<file path="src/rtl/axon_spike_emitter.sv">
// axon_spike_emitter: transmit end of the neuron spike interface.
// Detects threshold crossings on a 10-bit membrane trace, applies a refractory
// lockout followed by re-arm hysteresis, and queues each fire as an in-flight
// spike that appears on o_Spike as a one-cycle pulse after a fixed axonal delay.
// Optional build macro AXON_SPIKE_COUNT_EN adds a saturating 16-bit count of
// emitted spikes on o_Spike_Count.
module axon_spike_emitter #(
  parameter int c_THRESHOLD   = 500,
  parameter int c_BASE        = 100,
  parameter int c_AXON_DELAY  = 8,
  parameter int c_REFRACTORY  = 16,
  parameter int c_MAX_PENDING = 4
) (
  input  logic        i_Clk,
  input  logic        i_Reset,
  input  logic [9:0]  i_PSP_Trace,
  input  logic        i_Enable,
  output logic        o_Spike,
  output logic        o_Busy,
  output logic        o_Overflow
`ifdef AXON_SPIKE_COUNT_EN
  ,
  output logic [15:0] o_Spike_Count
`endif
);

  localparam logic [9:0] c_THR_V    = 10'(c_THRESHOLD);
  localparam logic [9:0] c_BASE_V   = 10'(c_BASE);
  localparam logic [7:0] c_DLY_INIT = 8'(c_AXON_DELAY - 1);
  localparam logic [7:0] c_REF_INIT = 8'(c_REFRACTORY);
  localparam int         c_OCC_W    = $clog2(c_MAX_PENDING + 1);
  localparam logic [c_OCC_W-1:0] c_MAX_OCC = c_OCC_W'(c_MAX_PENDING);

  typedef enum logic [1:0] {
    S_IDLE       = 2'd0,
    S_REFRACT    = 2'd1,
    S_WAIT_REARM = 2'd2
  } t_state;

  t_state             r_state;
  t_state             w_next_state;
  logic [7:0]         r_refr_cnt;
  logic               w_above;
  logic               w_below;
  logic               w_fire;
  logic               w_pop;
  logic               w_push;
  logic               w_drop;
  logic [c_OCC_W-1:0] r_occ;
  logic [c_OCC_W-1:0] w_occ_after_pop;
  logic [c_OCC_W-1:0] w_occ_next;
  logic [7:0]         r_q      [c_MAX_PENDING];
  logic [7:0]         w_q_next [c_MAX_PENDING];
  logic [7:0]         w_q_ext  [c_MAX_PENDING+1];
  logic               r_spike;
  logic               r_overflow;

  // Countdown step that holds at zero so an entry can never wrap.
  function automatic logic [7:0] f_dec(input logic [7:0] v);
    return (v == 8'd0) ? 8'd0 : (v - 8'd1);
  endfunction

  assign w_above = (i_PSP_Trace >= c_THR_V);
  assign w_below = (i_PSP_Trace <= c_BASE_V);

  // Detection FSM state register.
  always_ff @(posedge i_Clk) begin
    if (i_Reset) r_state <= S_IDLE;
    else         r_state <= w_next_state;
  end

  // Detection FSM next-state: fire from IDLE, lock out, then wait for the trace to decay.
  always_comb begin
    w_next_state = r_state;
    case (r_state)
      S_IDLE: begin
        if (i_Enable && w_above) w_next_state = S_REFRACT;
        else                     w_next_state = S_IDLE;
      end
      S_REFRACT: begin
        if (r_refr_cnt <= 8'd1) w_next_state = S_WAIT_REARM;
        else                    w_next_state = S_REFRACT;
      end
      S_WAIT_REARM: begin
        if (w_below) w_next_state = S_IDLE;
        else         w_next_state = S_WAIT_REARM;
      end
      default: w_next_state = S_IDLE;
    endcase
  end

  // Detection FSM outputs: fire strobe and busy indication.
  always_comb begin
    w_fire = 1'b0;
    case (r_state)
      S_IDLE:  w_fire = i_Enable & w_above;
      default: w_fire = 1'b0;
    endcase
    o_Busy = (r_occ != '0) || (r_state != S_IDLE);
  end

  // Refractory counter: loaded on a fire, counts down while locked out.
  always_ff @(posedge i_Clk) begin
    if (i_Reset)                                        r_refr_cnt <= 8'd0;
    else if (w_fire)                                    r_refr_cnt <= c_REF_INIT;
    else if (r_state == S_REFRACT && r_refr_cnt != 8'd0) r_refr_cnt <= r_refr_cnt - 8'd1;
    else                                                r_refr_cnt <= r_refr_cnt;
  end

  // Queue next state: pop an expired head, age the rest, append a new fire at the tail.
  always_comb begin
    w_pop           = (r_occ != '0) && (r_q[0] == 8'd0);
    w_occ_after_pop = r_occ - c_OCC_W'(w_pop);
    w_push          = w_fire && (w_occ_after_pop < c_MAX_OCC);
    w_drop          = w_fire && !w_push;
    w_occ_next      = w_occ_after_pop + c_OCC_W'(w_push);
    for (int i = 0; i < c_MAX_PENDING; i++) begin
      w_q_ext[i] = r_q[i];
    end
    w_q_ext[c_MAX_PENDING] = 8'd0;
    for (int i = 0; i < c_MAX_PENDING; i++) begin
      if ((i + int'(w_pop)) < int'(r_occ)) begin
        w_q_next[i] = f_dec(w_pop ? w_q_ext[i+1] : w_q_ext[i]);
      end else if (w_push && (i == int'(w_occ_after_pop))) begin
        w_q_next[i] = c_DLY_INIT;
      end else begin
        w_q_next[i] = 8'd0;
      end
    end
  end

  // Queue storage and occupancy.
  always_ff @(posedge i_Clk) begin
    if (i_Reset) begin
      r_occ <= '0;
      for (int i = 0; i < c_MAX_PENDING; i++) r_q[i] <= 8'd0;
    end else begin
      r_occ <= w_occ_next;
      for (int i = 0; i < c_MAX_PENDING; i++) r_q[i] <= w_q_next[i];
    end
  end

  // Registered spike pulse and sticky overflow flag.
  always_ff @(posedge i_Clk) begin
    if (i_Reset) begin
      r_spike    <= 1'b0;
      r_overflow <= 1'b0;
    end else begin
      r_spike    <= w_pop;
      r_overflow <= r_overflow | w_drop;
    end
  end

  assign o_Spike    = r_spike;
  assign o_Overflow = r_overflow;

`ifdef AXON_SPIKE_COUNT_EN
  logic [15:0] r_spike_count;

  // Saturating count of emitted spikes.
  always_ff @(posedge i_Clk) begin
    if (i_Reset)                                  r_spike_count <= 16'd0;
    else if (r_spike && r_spike_count != 16'hFFFF) r_spike_count <= r_spike_count + 16'd1;
    else                                          r_spike_count <= r_spike_count;
  end

  assign o_Spike_Count = r_spike_count;
`endif

endmodule

</file>
<file path="config.mk">
export PLATFORM = sky130hd
export DESIGN_NAME = axon_spike_emitter
export DESIGN_NICKNAME = d
export VERILOG_FILES = /design/src/rtl/axon_spike_emitter.sv
export SDC_FILE = /design/constraint.sdc
export NUM_CORES = 1
export LEC_CHECK = 0
export CORE_MARGIN = 4
export CORE_UTILIZATION = 55
export DETAILED_ROUTE_END_ITERATION = 6
export GPL_TIMING_DRIVEN = 0
export HOLD_SLACK_MARGIN = 0.08
export PLACE_DENSITY = 0.78
export SYNTH_ARGS = -nofsm -noshare
export SYNTH_HDL_FRONTEND = slang
export SYNTH_SLANG_ARGS = --single-unit
</file>
<file path="constraint.sdc">
create_clock -name i_Clk -period 9.1 [get_ports i_Clk]
set_clock_uncertainty 0.15 [all_clocks]
set_input_delay 2.73 -clock i_Clk [delete_from_list [all_inputs] [get_ports i_Clk]]
set_output_delay 2.73 -clock i_Clk [all_outputs]
set_load 0.005 [all_outputs]
</file>
; ---- After elaboration in Yosys (flattened, before gate mapping)
; Memory sizes are Yosys's and may differ from the RTL's.
; Cells that the tools add are included.
[op_classes]
addsub = 10
magnitude_cmp = 8
n_eq_ne = 5
n_mux = 30
n_bitwise = 6
reduce_logical = 23
[op_table]
columns = cell, n
row1 = $mux W8, 16
row2 = $logic_not A8 Y1, 5
row3 = $sub A8 B1 Y8 const B, 5
row4 = $mux W3, 4
row5 = $ge A10 B9 Y1 const B, 1
row6 = $le A10 B7 Y1 const B, 1
row7 = $mux W5, 2
row8 = $logic_and A1 B1 Y1, 9
row9 = $le A8 B1 Y1 const B, 1
row10 = $reduce_bool A8 Y1, 1
row11 = $add A2 B1 Y3 const A, 2
row12 = $eq A3 B3 Y1 const A, 2
row13 = $lt A3 B3 Y1, 2
row14 = $pmux W2 S3, 1
row15 = $mux W1, 5
row16 = $or A1 B1 Y1, 5
row17 = $mux W2, 2
row18 = $reduce_bool A2 Y1, 2
row19 = $add A3 B1 Y3, 1
row20 = $eq A2 B3 Y1 const A, 1
row21 = $logic_not A3 Y1, 1
row22 = $lt A1 B3 Y1, 1
row23 = $lt A2 B3 Y1, 1
row24 = $lt A3 B3 Y1 const B, 1
row25 = other kinds (10), 10
[totals]
register_bits = 15
ram_bits = 32
inputBits = 13
output_inout_bits = 3
memories = 1
[memory_table]
columns = name, words, word_bits, read_ports, rd_ports_with_merged_regs, wr, line
row1 = r_q, 4, 8, 4, 0, 4, 52  ; logic [7:0] r_q [c_MAX_PENDING];

; ---- Depth between registers and ports, before layout
; Gate-level depths: netlist of run 1.
; An unclocked memory read counts as a cell.
[depth]
word_depth = 10
depth_mapped = 14
mapped_depth_nobuf = 11

; ---- Least setup slack after synthesis of run 1
; OpenSTA, ideal clock, no wires.
[synth_path]
kind = input to register
from = input port i_PSP_Trace[5]
to = memory r_q[3][0]
setup_ns = 0.069
t_arrival_ns = 3.938
required_time_ns = 8.881
path_slack_ns = 4.943
stages = 5
path_buffers = 0
cell_sequence = nand2_1 nor3_1 o211ai_1 or4b_2 o21ai_1
[synth_lines]
columns = element, line
row1 = from (decl), 16  ; input logic [9:0] i_PSP_Trace,
row2 = to (decl), 52

; ---- Worst setup path after layout of run 1
[layout_path]
from = register r_occ[2]
to = output port o_Busy
[layout_via]
elab_chain_cells = 2
[layout_lines]
columns = element, line
row1 = from (decl), 49  ; logic [c_OCC_W-1:0] r_occ;
row2 = from (signal assigned), 138  ; r_occ <= w_occ_next;
row3 = $reduce_bool A3 Y1, 99  ; o_Busy = (r_occ != '0) || (r_state != S_IDLE);
row4 = $logic_or A1 B1 Y1, 99
row5 = to (decl), 19  ; output logic o_Busy,
; No other way between the ends.

==> out/results.ini, run 1 <==
[outcome]
status = complete, no violations

[grt]
grt_max_degree = 16
grt_pass1_wl_um = 10600
grt_usage = 0.210
grt_overflow = 0
grt_pass1_vias = 2352
antenna_found_initial = 0

[logic_synthesis]
yosysTopAreaCell = dfxtp_1
ys_async_sr_fraction = 0
synth_top_area_share = 0.346
ys_seq_elements = 47
yosysWarningCount = 0
avgSynthCellArea_um2 = 8.26
ys_types = 47
syn_area_um2 = 2720
seq_area_frac_synth = 0.346
syn_inst = 329
synthTopCellsByArea = dfxtp_1, ha_1, nor2_1, xor2_1, a21oi_1
synth-edff-count = 0
ys.flop_type = dfxtp_1
syn_nets = 359

[clock_network]
cts.repair.resized = 0
tritoncts = done
insertion_delay_ps = 300
ctsRootBufferMaster = clkbuf_8
htree_levels = 2
cts_sinks = 47
postCtsSetupBuffers = 0
postCtsHoldBufs = 0
clk_pin_slew_ps = 100
clk_path_buf_depth = 2
cts_buffers = 5

[setup_path]
startpoint = r_occ[2]
cp-end-kind = primary output
r2r_start = r_occ[2]
r2r_cells = 12
crit_arrival_ps = 2050
required_ps = 6220
cp-start-kind = flip-flop
cp_max_fo = 7
path_class = flip-flop to primary output

[power]
ir_drop_v = 0.000232
p_leak_nw = 1.27
power_density_nw_per_um2 = 414

[detailed_routing]
viasPerCell = 5.76
drtPass1Iterations = 5
wirelength_um = 6040
drt-wirelength-per-cell_um = 14.4
antenna_left = 0
drcViolationCount = 0
num_vias = 2414
drtIter0Drc = 153

[worst_hold_path]
hold_path.startpoint = o_Overflow
hold_path_depth = 2
hp-class = flip-flop to flip-flop

[placed_design]
placed_area_um2 = 2950
io_buffers = 15
dp_hpwl_um = 4400
gp_congestion = 0.847

[sta]
setup_viol_count_final = 0
fin_crit_ps = 4930
hold_viol = 0
tightest_slew_ps = 773
max_freq_mhz = 203
maxSlewViolCount = 0
tns_ps = 0
rsz0062_at_grt = false
final.period_utilization = 0.542
relSlewSlack = 0.481
timing.hold.ws_ps = 324

[floorplan]
rows = 25
die_y_um = 78.3
start_util = 0.572
num_io_pins = 16
die_area_um2 = 6130
core_um2 = 4750
die_w_um = 78.3

[layout]
fillers = 425
final_cell_mix = dfxtp_1, nor2_1, nand2_1, a21oi_1, ha_1
ff_latch_area_um2 = 941
nets = 381
final_common_cell = dfxtp_1
drive_above_1_share = 0.0653
syn2layout_area_growth_pct = 13.1
fin_area_um2 = 3070
multi_input_area_um2 = 1670
antenna_cells = 0

[job]
maxCapViolCount = 0

==> state kept, by name, summed over array words and instances, names as in the netlist <==
register / cells
r_q: 32
r_refr_cnt: 8
r_occ: 3
r_state: 2
o_Overflow: 1
o_Spike: 1
==> kinds of logic after synthesis <==
logic type | after synthesis | share of synthesized area
xor+xnor | 23 | 0.0741
fa+ha+maj | 17 | 0.0782
simple gates | 140 | 0.260
mux | 8 | 0.0295
flops | 47 | 0.346
buf+inv | 23 | 0.0405
compound gates | 71 | 0.172
==> stage by stage <==
stage               setup WS, ps  power [mW]  instances   util
floorplan                   4940       0.914        329      -
global placement            4270        1.07        411  0.621
detailed placement          4240        1.09        411  0.621
CTS                         4200        1.26        419  0.647
global route                4050        1.39        419  0.647
finish                      4170        1.27        419  0.647
==> routing by layer <==
layer	GRT usage	routed length, um
met4	0.0787	92
met3	0.0390	231
met1	0.269	2760
met2	0.352	2960
met5	0	0
==> synth_stat cells, types with 2 or more instances <==
| library cell | count |
|---|---|
| a21o_1 | 2 |
| nor2b_1 | 8 |
| nand4_1 | 3 |
| mux2i_1 | 8 |
| a211oi_1 | 5 |
| nand2b_1 | 6 |
| nand4b_1 | 2 |
| a21oi_1 | 17 |
| nand3b_1 | 5 |
| or2_2 | 3 |
| a31oi_1 | 4 |
| nor3_1 | 14 |
| o211a_1 | 2 |
| buf_2 | 3 |
| dfxtp_1 | 47 |
| xnor2_1 | 9 |
| nand3_1 | 12 |
| or4_1 | 3 |
| nor4_1 | 7 |
| a211oi_2 | 3 |
| a211o_1 | 2 |
| clkbuf_1 | 7 |
| inv_1 | 11 |
| or3_1 | 5 |
| ha_1 | 17 |
| xor2_1 | 14 |
| o211ai_1 | 2 |
| nor3b_1 | 2 |
| o21ai_1 | 16 |
| nor2_1 | 44 |
| nand2_1 | 21 |
| o21ai_0 | 10 |
==> critical path, stage by stage, from the launching register on <==
cell and delay, ps:
dfxtp_1 310, clkbuf_1 180, nor3_1 670, nand2_1 110, clkdlybuf4s50_1 490
==> power by group <==
part	leakage (nW)	total (mW)	switching, mW	internal [mW]
clock network	0.0618	0.165	0.0750	0.0905
registers	0.382	0.307	0.0499	0.257
logic	0.831	0.798	0.482	0.316
total	1.27	1.27	0.607	0.664
==> final cells by class <==
class	count	share of cell area
buffer	11	0.0171
clock inverter	2	0.0126
clock buffer	6	0.0269
multi-input combinational	259	0.543
timing repair buffer	15	0.0488
tap	67	0.0273
inverter	12	0.0187
sequential	47	0.306
==> final timing paths <==
kind                                   end  slack, ps
worst max-delay path                o_Busy       4170
worst min register to register  o_Overflow        320
worst min-delay path            o_Overflow        320
worst max register to register   r_q[3][1]       5230
No activity file was read; power rests on OpenSTA's default activity.
==> inputs of run 2 (changes only) <==
clock period = 4.9 ns   (was 9.1 ns; I/O delays follow)
==> results of run 2 <==
The final DEF is identical to that of run 1. Status: complete, no violations.
Main changes from that run: setup slack after placement 4240 ps -> 1120 ps; setup slack after layout 4170 ps -> 1030 ps; end point of the critical path o_Busy -> r_q[3][1]; register-to-register setup slack 5230 ps -> 1030 ps; total power 1.27 mW -> 2.36 mW; worst IR drop on VDD 0.000232 V -> 0.000430 V
==> inputs of run 3 (changes only) <==
clock period = 3.85 ns   (was 4.9 ns; I/O delays follow)
==> run 3 against run 2 <==
  * Fmax is 5.9% higher
  * Power is 27% higher
  * Final area is 0.20% higher
  * Non-clock buffer count is 1 lower
  * First-iteration DRC count is 16% higher
  * Critical path depth stayed put
  * Final cell count is 0.24% lower
  * Utilization is 0.13 points higher
  * Largest cell class unchanged
  * Largest power group unchanged
==> out/results.ini, run 3 (synthesized netlist as in run 1, its figures left out) <==
[layout]
drive_above_1_share = 0.0684
largest_register = r_q
utilization = 0.648
final_common_cell = dfxtp_1
antenna_cells = 0
final_cell_mix = dfxtp_1, nor2_1, nand2_1, a21oi_1, ha_1
fin_area_um2 = 3080
finalNonFillerCells = 418
top_regs = r_q (32), r_refr_cnt (8), r_occ (3)
fillers = 424
largest_reg_flops = 32
multi_input_area_um2 = 1680
ff_latch_area_um2 = 941
nets = 380
syn2layout_area_growth_pct = 13.3

[clock_network]
postCtsHoldBufs = 0
cts_sinks = 47
clk_path_buf_depth = 2
tritoncts = done
htree_levels = 2
cts.repair.resized = 0
postCtsSetupBuffers = 0
insertion_delay_ps = 300
cts_buffers = 5
ctsRootBufferMaster = clkbuf_8
clk_pin_slew_ps = 90

[sta]
fin_crit_ps = 3660
timing.hold.ws_ps = 324
max_freq_mhz = 273
rsz0062_at_grt = false
final.period_utilization = 0.951
setup_viol_count_final = 0
setup_ws_ps = 191
maxSlewViolCount = 0
tns_ps = 0
tightest_slew_ps = 761
relSlewSlack = 0.491
hold_viol = 0

[outcome]
status = complete, no violations

[worst_hold_path]
hp-class = flip-flop to flip-flop

[job]
maxCapViolCount = 0

[setup_path]
cp_max_fo = 11
path_class = flip-flop to flip-flop
cp-start-kind = flip-flop
crit_arrival_ps = 3750
cp-end-kind = flip-flop
required_ps = 3940

[detailed_routing]
antenna_left = 0
viasPerCell = 5.82
drcViolationCount = 0
drt-wirelength-per-cell_um = 14.4
drtPass1Iterations = 4
num_vias = 2433
wirelength_um = 6010
drtIter0Drc = 177

[placed_design]
dp_hpwl_um = 4400
place_inst = 411
dp_slack_ps = 66.6
io_buffers = 15
gp_congestion = 0.847
placed_area_um2 = 2950

[grt]
grt_overflow = 0
grt_usage = 0.210
grt_max_degree = 16
antenna_found_initial = 0
grt_pass1_wl_um = 10600
grt_pass1_vias = 2352

[power]
intPower_mw = 1.57
p_clk_frac = 0.131
power_density_nw_per_um2 = 974
p_total_mw = 3.00
pwr-share-comb = 0.627
switching_power_mw = 1.43
swShare = 0.476
ir_drop_v = 0.000508
seqPwrFrac = 0.243
p_leak_nw = 1.27

[floorplan]
die_w_um = 78.3
rows = 25
die_y_um = 78.3
num_io_pins = 16
start_util = 0.572
core_um2 = 4750
die_area_um2 = 6130

## run 3: cell count changes in the layout (fill, tap and decap cells not counted), sizes merged
cell,change
buf,-2
clkbuf,+1
## run 3: per-layer routing
layer	track usage	up-vias	part of all wire
li1	-	1222	-
met1	0.269	1134	0.45
met2	0.352	68	0.50
met3	0.0390	9	0.043
met4	0.0787	0	0.014
met5	0	-	0
## run 3: power by group through the flow
stage	clock network (mW)	logic, mW	registers [mW]
5_1_grt	0.418	2.14	0.744
6_report	0.393	1.88	0.728
3_5_place_dp	0	1.84	0.732
4_1_cts	0.394	1.87	0.722
3_3_place_gp	0	1.81	0.728
2_1_floorplan	0	1.46	0.699
## run 3: critical path: stages (launching register included)
cell and delay (ps):
dfxtp_1 320, or3_1 350, buf_2 170, or4_1 540, buf_6 160, clkbuf_1 250, clkbuf_4 310, ha_1 320
nor2b_1 120, o21ai_0 70, nand2b_1 90, or4b_2 640, o21ai_1 100
## run 3: layout make-up
class,count,area share
Inverter,12,0.0187
Clock inverter,2,0.0126
Timing Repair Buffer,15,0.0487
Tap cell,67,0.0272
Sequential cell,47,0.305
Buffer,10,0.0162
Multi-Input combinational cell,259,0.544
Clock buffer,6,0.0268
## run 3: final timing paths
path | slack, ps | startpoint | depth (start not counted) | endpoint
worst min-delay path | 320 | o_Overflow | 2 | o_Overflow
worst max register to register | 190 | r_q[0][0] | 12 | r_q[3][1]
worst max-delay path | 190 | r_q[0][0] | 12 | r_q[3][1]
worst min register to register | 320 | o_Overflow | 2 | o_Overflow
